===== config.mk =====
export PLATFORM = sky130hd
export DESIGN_NAME = int_arbiter_flat
export DESIGN_NICKNAME = d
export VERILOG_FILES = /design/src/rtl/int_arbiter_pkg.sv /design/src/rtl/int_arbiter_if.sv /design/src/rtl/int_prio_sel.sv /design/src/rtl/int_arbiter.sv /design/src/flat_wrapper.sv
export SDC_FILE = /design/constraint.sdc
export NUM_CORES = 1
export LEC_CHECK = 0
export CORE_MARGIN = 2
export CORE_UTILIZATION = 36
export CTS_CLUSTER_DIAMETER = 60
export DETAILED_ROUTE_END_ITERATION = 8
export PLACE_DENSITY = 0.85
export SYNTH_ARGS = -nofsm -noshare
export SYNTH_HDL_FRONTEND = slang
export SYNTH_SLANG_ARGS = --single-unit

===== constraint.sdc =====
create_clock -name clk -period 1.6 [get_ports clk]
set_input_delay 0.32 -clock clk [delete_from_list [all_inputs] [get_ports clk]]
set_output_delay 0.32 -clock clk [all_outputs]
set_load 0.005 [all_outputs]

===== src/rtl/int_arbiter_pkg.sv =====
// Shared definitions for the interrupt arbiter: FSM state encodings,
// register offsets, source-ID width and the rotating-priority start helper.
package int_arbiter_pkg;

  localparam int ID_W = 3;

  typedef enum logic [1:0] {
    ST_IDLE    = 2'b00,
    ST_REQ     = 2'b01,
    ST_SERVICE = 2'b10
  } state_e;

  typedef enum logic [1:0] {
    REG_PEND = 2'b00,
    REG_MASK = 2'b01,
    REG_STAT = 2'b10,
    REG_EOI  = 2'b11
  } reg_addr_e;

  // Index following idx, wrapping to 0 past the last source.
  function automatic logic [ID_W-1:0] wrap_inc(input logic [ID_W-1:0] idx,
                                               input int unsigned n);
    if (32'(idx) + 32'd1 >= n) return '0;
    return idx + 1'b1;
  endfunction

endpackage


===== src/rtl/int_arbiter_if.sv =====
// Device-bus register port plus CPU request/ack handshake of the arbiter.
// master: bus/CPU side, slave: the arbiter.
interface int_arbiter_if;

  logic [1:0]                      add;
  logic                            write_en;
  logic [31:0]                     data_in;
  logic [31:0]                     data_out;
  logic                            cpu_irq;
  logic                            cpu_ack;
  logic [int_arbiter_pkg::ID_W-1:0] irq_id;

  modport master (
    output add, write_en, data_in, cpu_ack,
    input  data_out, cpu_irq, irq_id
  );

  modport slave (
    input  add, write_en, data_in, cpu_ack,
    output data_out, cpu_irq, irq_id
  );

endinterface


===== src/rtl/int_prio_sel.sv =====
// Combinational priority select: first set bit of vec_i searching upward
// from start_i with wrap-around. start_i = 0 gives plain lowest-index-wins.
module int_prio_sel
  import int_arbiter_pkg::*;
#(
  parameter int N_SRC = 6
) (
  input  logic [N_SRC-1:0] vec_i,
  input  logic [ID_W-1:0]  start_i,
  output logic             found_o,
  output logic [ID_W-1:0]  id_o
);

  logic [ID_W:0]   sum;
  logic [ID_W-1:0] idx;

  // Walk all sources in rotated order, keep the first hit.
  always_comb begin
    // NOTE: every output/temp gets a default before the loop so no path leaves it unassigned, which would infer a latch.
    found_o = 1'b0;
    id_o    = '0;
    sum     = '0;
    idx     = '0;
    for (int k = 0; k < N_SRC; k++) begin
      sum = {1'b0, start_i} + (ID_W+1)'(k);
      if (sum >= (ID_W+1)'(N_SRC)) sum = sum - (ID_W+1)'(N_SRC);
      idx = sum[ID_W-1:0];
      if (!found_o && vec_i[idx]) begin
        found_o = 1'b1;
        id_o    = idx;
      end
    end
  end

endmodule


===== src/rtl/int_arbiter.sv =====
// Interrupt arbiter: latches rising edges of device request lines, masks
// them, grants one source to the CPU and runs the ack / EOI handshake.
// Build option: INT_ARB_ROUND_ROBIN_EN selects rotating priority (search
// starts after the last acknowledged source); default is fixed priority
// with source 0 highest.
module int_arbiter
  import int_arbiter_pkg::*;
#(
  parameter int N_SRC = 6
) (
  input  logic             clk,
  input  logic             reset_n,
  input  logic [N_SRC-1:0] irq_src,
  int_arbiter_if.slave     bus
);

  logic [N_SRC-1:0] pending_q, pending_d;
  logic [N_SRC-1:0] mask_q, mask_d;
  logic [N_SRC-1:0] prev_q;
  logic [N_SRC-1:0] edge_w;
  state_e           state_q;
  logic [ID_W-1:0]  id_q;
  logic             cpu_irq_q;

  logic             wr_pend, wr_mask, wr_eoi;
  logic             ack_w, withdraw_w;
  logic             grant_found;
  logic [ID_W-1:0]  grant_id;
  logic [ID_W-1:0]  start_id;

  assign wr_pend = bus.write_en && (bus.add == REG_PEND);
  assign wr_mask = bus.write_en && (bus.add == REG_MASK);
  assign wr_eoi  = bus.write_en && (bus.add == REG_EOI);
  assign edge_w  = irq_src & ~prev_q;
  assign ack_w   = (state_q == ST_REQ) && bus.cpu_ack;

`ifdef INT_ARB_ROUND_ROBIN_EN
  logic [ID_W-1:0] last_q;
  assign start_id = wrap_inc(last_q, N_SRC);
`else
  assign start_id = '0;
`endif

  int_prio_sel #(.N_SRC(N_SRC)) u_prio_sel (
    .vec_i   (pending_q & mask_q),
    .start_i (start_id),
    .found_o (grant_found),
    .id_o    (grant_id)
  );

  // Next pending/mask: W1C and ack clears first, then new edges so set beats clear.
  always_comb begin
    pending_d = pending_q;
    mask_d    = mask_q;
    if (wr_pend) pending_d = pending_d & ~bus.data_in[N_SRC-1:0];
    if (wr_mask) mask_d = bus.data_in[N_SRC-1:0];
    if (ack_w) pending_d[id_q] = 1'b0;
    pending_d = pending_d | edge_w;
  end

  // A request is withdrawn as soon as its source is cleared or masked this cycle.
  assign withdraw_w = !(pending_d[id_q] && mask_d[id_q]);

  // Edge detector, pending and mask registers.
  always_ff @(posedge clk or negedge reset_n) begin
    // NOTE: clocked state uses non-blocking (<=) so every register sees pre-edge values regardless of statement order.
    if (!reset_n) begin
      prev_q    <= '0;
      pending_q <= '0;
      mask_q    <= '0;
    end else begin
      prev_q    <= irq_src;
      pending_q <= pending_d;
      mask_q    <= mask_d;
    end
  end

  // Grant FSM with registered cpu_irq and frozen source ID.
  always_ff @(posedge clk or negedge reset_n) begin
    if (!reset_n) begin
      state_q   <= ST_IDLE;
      id_q      <= '0;
      cpu_irq_q <= 1'b0;
`ifdef INT_ARB_ROUND_ROBIN_EN
      last_q    <= ID_W'(N_SRC - 1);
`endif
    end else begin
      case (state_q)
        ST_IDLE: begin
          if (grant_found) begin
            state_q   <= ST_REQ;
            id_q      <= grant_id;
            cpu_irq_q <= 1'b1;
          end
        end
        ST_REQ: begin
          if (bus.cpu_ack) begin
            state_q   <= ST_SERVICE;
            cpu_irq_q <= 1'b0;
`ifdef INT_ARB_ROUND_ROBIN_EN
            last_q    <= id_q;
`endif
          end else if (withdraw_w) begin
            state_q   <= ST_IDLE;
            cpu_irq_q <= 1'b0;
          end
        end
        ST_SERVICE: begin
          if (wr_eoi) state_q <= ST_IDLE;
        end
        default: begin
          state_q   <= ST_IDLE;
          cpu_irq_q <= 1'b0;
        end
      endcase
    end
  end

  // Register read mux, combinational from the address.
  always_comb begin
    case (bus.add)
      REG_PEND: bus.data_out = {{(32-N_SRC){1'b0}}, pending_q};
      REG_MASK: bus.data_out = {{(32-N_SRC){1'b0}}, mask_q};
      REG_STAT: bus.data_out = {22'd0, state_q, 5'd0, id_q};
      default:  bus.data_out = 32'd0;
    endcase
  end

  assign bus.cpu_irq = cpu_irq_q;
  assign bus.irq_id  = id_q;

  // Upper write-data bits carry no register state.
  logic unused_data;
  assign unused_data = ^bus.data_in[31:N_SRC];

endmodule


===== src/flat_wrapper.sv =====
// flat-port wrapper written by rule: the top's interface ports become plain ports
module int_arbiter_flat import int_arbiter_pkg::*;
#(
  parameter int N_SRC = 6
)
  (clk, reset_n, irq_src, bus_add, bus_write_en, bus_data_in, bus_cpu_ack, bus_data_out, bus_cpu_irq, bus_irq_id);
  int_arbiter_if bus_i ();
  input  logic clk;
  input  logic reset_n;
  input  logic [N_SRC-1:0] irq_src;
  input wire logic [$bits(bus_i.add)-1:0] bus_add;
  input wire logic [$bits(bus_i.write_en)-1:0] bus_write_en;
  input wire logic [$bits(bus_i.data_in)-1:0] bus_data_in;
  input wire logic [$bits(bus_i.cpu_ack)-1:0] bus_cpu_ack;
  output wire logic [$bits(bus_i.data_out)-1:0] bus_data_out;
  output wire logic [$bits(bus_i.cpu_irq)-1:0] bus_cpu_irq;
  output wire logic [$bits(bus_i.irq_id)-1:0] bus_irq_id;
  assign bus_i.add = bus_add;
  assign bus_i.write_en = bus_write_en;
  assign bus_i.data_in = bus_data_in;
  assign bus_i.cpu_ack = bus_cpu_ack;
  assign bus_data_out = bus_i.data_out;
  assign bus_cpu_irq = bus_i.cpu_irq;
  assign bus_irq_id = bus_i.irq_id;
  int_arbiter #(.N_SRC(N_SRC)) u_core (.clk(clk), .reset_n(reset_n), .irq_src(irq_src), .bus(bus_i));
endmodule

==> results.txt <==
- Measured on the finished design, the core utilization comes to 0.528.
- Averaged over all synthesized cells, the footprint is 8.98 um^2.
- The number of antenna diodes in the final layout is 0.
* Highest net fanout along the worst path: 4
- The die is 69.3 um tall.
- STA classifies the critical path endpoint as an output pin.
* Yosys cell types: 42
* Kind of critical path: flip-flop to output pin
- TritonCTS sink count: 24
- The signal on the critical path passes through buf_4 > buf_6 > dlygate4sd2_1.
- For the worst setup path, the data arrival time is 1.21 ns.
- The endpoint identified for the worst register-to-register timing path is u_core.state_q[0].
* Start of the worst register-to-register path: u_core.state_q[0]
- Total I/O pin count: 80
- Across the run, the number of max-cap violations was 0.
* Setup TNS after final layout: 0 ns
- Data required time of the worst path: 1.28 ns
- The initial antenna violation count was 0.
* Minimum clock period: 1.53 ns
- Number of instances in the synthesized netlist: 171
* Mapped Area: 1540 um^2
* Outcome: finished, final reports clean
* Power Density: 1310 nW/um^2
- TritonCTS created 3 clock buffers.
- Setup repair after global routing could not meet its margin everywhere.
- The clock arrives with 0.00126 ns of skew.
* Die boundary width: 69.3 um
- Syn-to-layout area delta: 39.6%
- The finished cells cover 2140 um^2.
* Total global routing overflow: 0
* Post-CTS Hold Fix Bufs: 0
- Detailed Route WL: 4.12 mm
* Vias per Instance: 5.22
- Final weighted congestion in routability-driven placement: 0.923
- During synthesis, Yosys emitted a total of 0 warnings.
- Pins Over Slew Limit: 0
- Worst path buffer plus inverter count: 3
* Highest achievable clock rate: 0.652 GHz
* Clk buf depth: 2
* Initial Utilization: 0.378
- The HPWL after detailed placement is 3.05 mm.
* Global-route wire length before repair: 6.53 mm
* Total number of placement rows: 23
* Final period utilization: 0.959
- During placement, the flow inserted port buffers numbering 29.
- Synthesis inferred 24 register bits.
- DRT antenna net count: 0
- Largest net degree at the start of global routing: 25
* TritonCTS clock tree: done
- Layout filler cell count: 369
* DRT Pass-1 Iters: 4
* Proportion of synthesized flip-flops having asynchronous set or reset: 1.00
- STA classifies the critical path startpoint as a flip-flop.
- Share of layout cells above drive strength 1: 0.251
- At the later pin of the worst-skew pair, clock insertion delay measures 0.26 ns.
- Yosys mapped a number of flops with a built-in enable equal to 0.
- Setup violations remaining at the end of the flow were counted as 0.
- Measured in cells, the most critical reg-to-reg path has a length of 6.
* Final hold viol count: 0
- In the final design database the tool counted 276 nets.
* DP Area: 1960 um^2
- Post-route DRC: 0
* Number of violations reported at the end of detailed-routing iteration 0: 142
- For flop-to-flop paths, the worst setup slack is 0.08 ns.
- For this design the static power due to leakage is 1.06 nW.
- The floorplan step defined a die boundary enclosing 4800 um^2.
* Slowest stage cell, crit path: sky130_fd_sc_hd__dfrtp_1
* WL/cell: 14.7 um
- Clock tree synthesis selected as its root buffer the cell sky130_fd_sc_hd__clkbuf_8.
* Placeable core region: 4060 um^2
* Worst IR drop on VDD: 0.515 mV
- In the global route stage, overall resource usage came out at 0.172.
- Sequential fraction of the synthesis area: 0.391
* Number of vias after detailed routing: 1468
- Commonest register cell after synthesis: sky130_fd_sc_hd__dfrtp_1
* Clock-pin transition on the worst setup and hold timing paths: 0.08 ns
- The path class of the tightest hold or removal check is primary input to asynchronous set/reset pin.
- The via count of the first global-routing pass came to 1323.
- Depth of the CTS H-tree: 1
- The design draws 0.00282 W.
- Grouping stages by cell kind, the critical path spends the most delay in buffers and inverters.
* Slowest cell delay on critical path: 0.44 ns
## timing repair
action | 4_1_cts | 5_1_grt
gates cloned | 0 | 0
setup endpoints to repair | 14 | 8
pin swaps | 1 | 5
setup buffers | 7 | 3
gates resized for setup | 27 | 16
## metal layers
metal	vias up	track usage	wire, um
met1	719	0.230	1710
met2	61	0.262	2000
met3	10	0.0480	323
met5	-	0	0
li1	678	-	-
met4	0	0.0675	91
## cells in the mapped netlist, types with 2 or more instances
cell type / n / share of area
sky130_fd_sc_hd__nor4_1: 2 / 0.0081
sky130_fd_sc_hd__a21oi_1: 3 / 0.0098
sky130_fd_sc_hd__nand2_1: 15 / 0.037
sky130_fd_sc_hd__nand3b_1: 3 / 0.015
sky130_fd_sc_hd__mux2i_1: 7 / 0.046
sky130_fd_sc_hd__o22ai_1: 2 / 0.0081
sky130_fd_sc_hd__nor3_1: 6 / 0.020
sky130_fd_sc_hd__nor2_1: 7 / 0.017
sky130_fd_sc_hd__o31ai_1: 3 / 0.015
sky130_fd_sc_hd__buf_2: 3 / 0.0098
sky130_fd_sc_hd__inv_1: 12 / 0.029
sky130_fd_sc_hd__nand3_1: 3 / 0.0098
sky130_fd_sc_hd__o221ai_1: 3 / 0.017
sky130_fd_sc_hd__clkbuf_1: 2 / 0.0049
sky130_fd_sc_hd__a221oi_1: 3 / 0.017
sky130_fd_sc_hd__buf_1: 2 / 0.0049
sky130_fd_sc_hd__o21ai_1: 5 / 0.016
sky130_fd_sc_hd__buf_4: 24 / 0.12
sky130_fd_sc_hd__and3b_1: 2 / 0.011
sky130_fd_sc_hd__nand2b_1: 3 / 0.012
sky130_fd_sc_hd__nor2b_1: 2 / 0.0081
sky130_fd_sc_hd__o21ai_0: 11 / 0.036
sky130_fd_sc_hd__a21o_1: 2 / 0.0098
sky130_fd_sc_hd__dfrtp_1: 24 / 0.39
sky130_fd_sc_hd__a22oi_1: 4 / 0.020
sky130_fd_sc_hd__a32oi_1: 2 / 0.011
## layout by cell type (no fill, tap or decap), drive strengths merged, types with 3 or more instances in the layout
master / n
a21oi: 3
a221oi: 3
a22oi: 4
buf: 37
clkbuf: 6
clkdlybuf4s50: 14
conb: 24
dfrtp: 24
dlygate4sd2: 9
inv: 12
mux2i: 7
nand2: 15
nand2b: 3
nand3: 3
nand3b: 4
nor2: 7
nor3: 6
o21ai: 16
o221ai: 3
o31ai: 3
## metrics by stage
step	setup slack (ns)	hold WS (ns)	std cells
floorplan	0.0156	0.0244	194
CTS	0.0000967	0.421	278
detailed placement	-0.589	0.448	267
global placement	-0.593	0.435	267
global route	-0.0341	0.443	281
finish	0.0663	0.418	281
## worst max-delay path by stage
stage / slack (ns) / end / cells past startpoint / from
floorplan: 0.02 / u_core.bus.cpu_irq / 7 / u_core.bus.irq_id[1]
global placement: -0.59 / bus_data_out[2] / 5 / bus_add[1]
detailed placement: -0.59 / u_core.bus.cpu_irq / 6 / bus_write_en
CTS: 0.0001 / u_core.bus.cpu_irq / 6 / bus_add[1]
global route: -0.03 / u_core.bus.cpu_irq / 6 / bus_add[0]
finish: 0.07 / bus_irq_id[1] / 3 / u_core.bus.irq_id[1]
## worst register-to-register path, delay by kind of cell (launching register included)
kind | cells | cell delay (ns)
compound gates | 4 | 0.78
simple gates | 1 | 0.12
buf+inv | 1 | 0.17
flops | 1 | 0.40
## cells by family after synthesis
kind of cell / after synthesis / share of synthesized area
AOI/OAI and AO/OA: 45 / 0.201
buffers and inverters: 44 / 0.174
DFF: 24 / 0.391
muxes: 8 / 0.0603
other: 1 / 0.00244
and+or+nand+nor: 49 / 0.171
## area by class of cell
cell class                 instances  area [um^2]  area share
inverter                          12         45.0      0.0210
sequential                        24          601       0.280
timing repair buffer              65          568       0.265
clock buffer                       4         55.1      0.0257
multi-input combinational        126          812       0.379
tap                               50         62.6      0.0292
## flip-flops by register name, indices dropped and copies added (netlist names)
register,count
u_core.state_q,2
u_core.prev_q,6
u_core.pending_q,6
u_core.bus.irq_id,3
u_core.bus.cpu_irq,1
u_core.mask_q,6
## power breakdown
| group | leakage [nW] | internal [W] | switching, W |
|---|---|---|---|
| logic | 0.749 | 0.000801 | 0.000710 |
| clock network | 0.0288 | 0.000219 | 0.000183 |
| registers | 0.277 | 0.000752 | 0.000151 |
| total | 1.06 | 0.00177 | 0.00104 |
(Power assumes the default switching activity.)
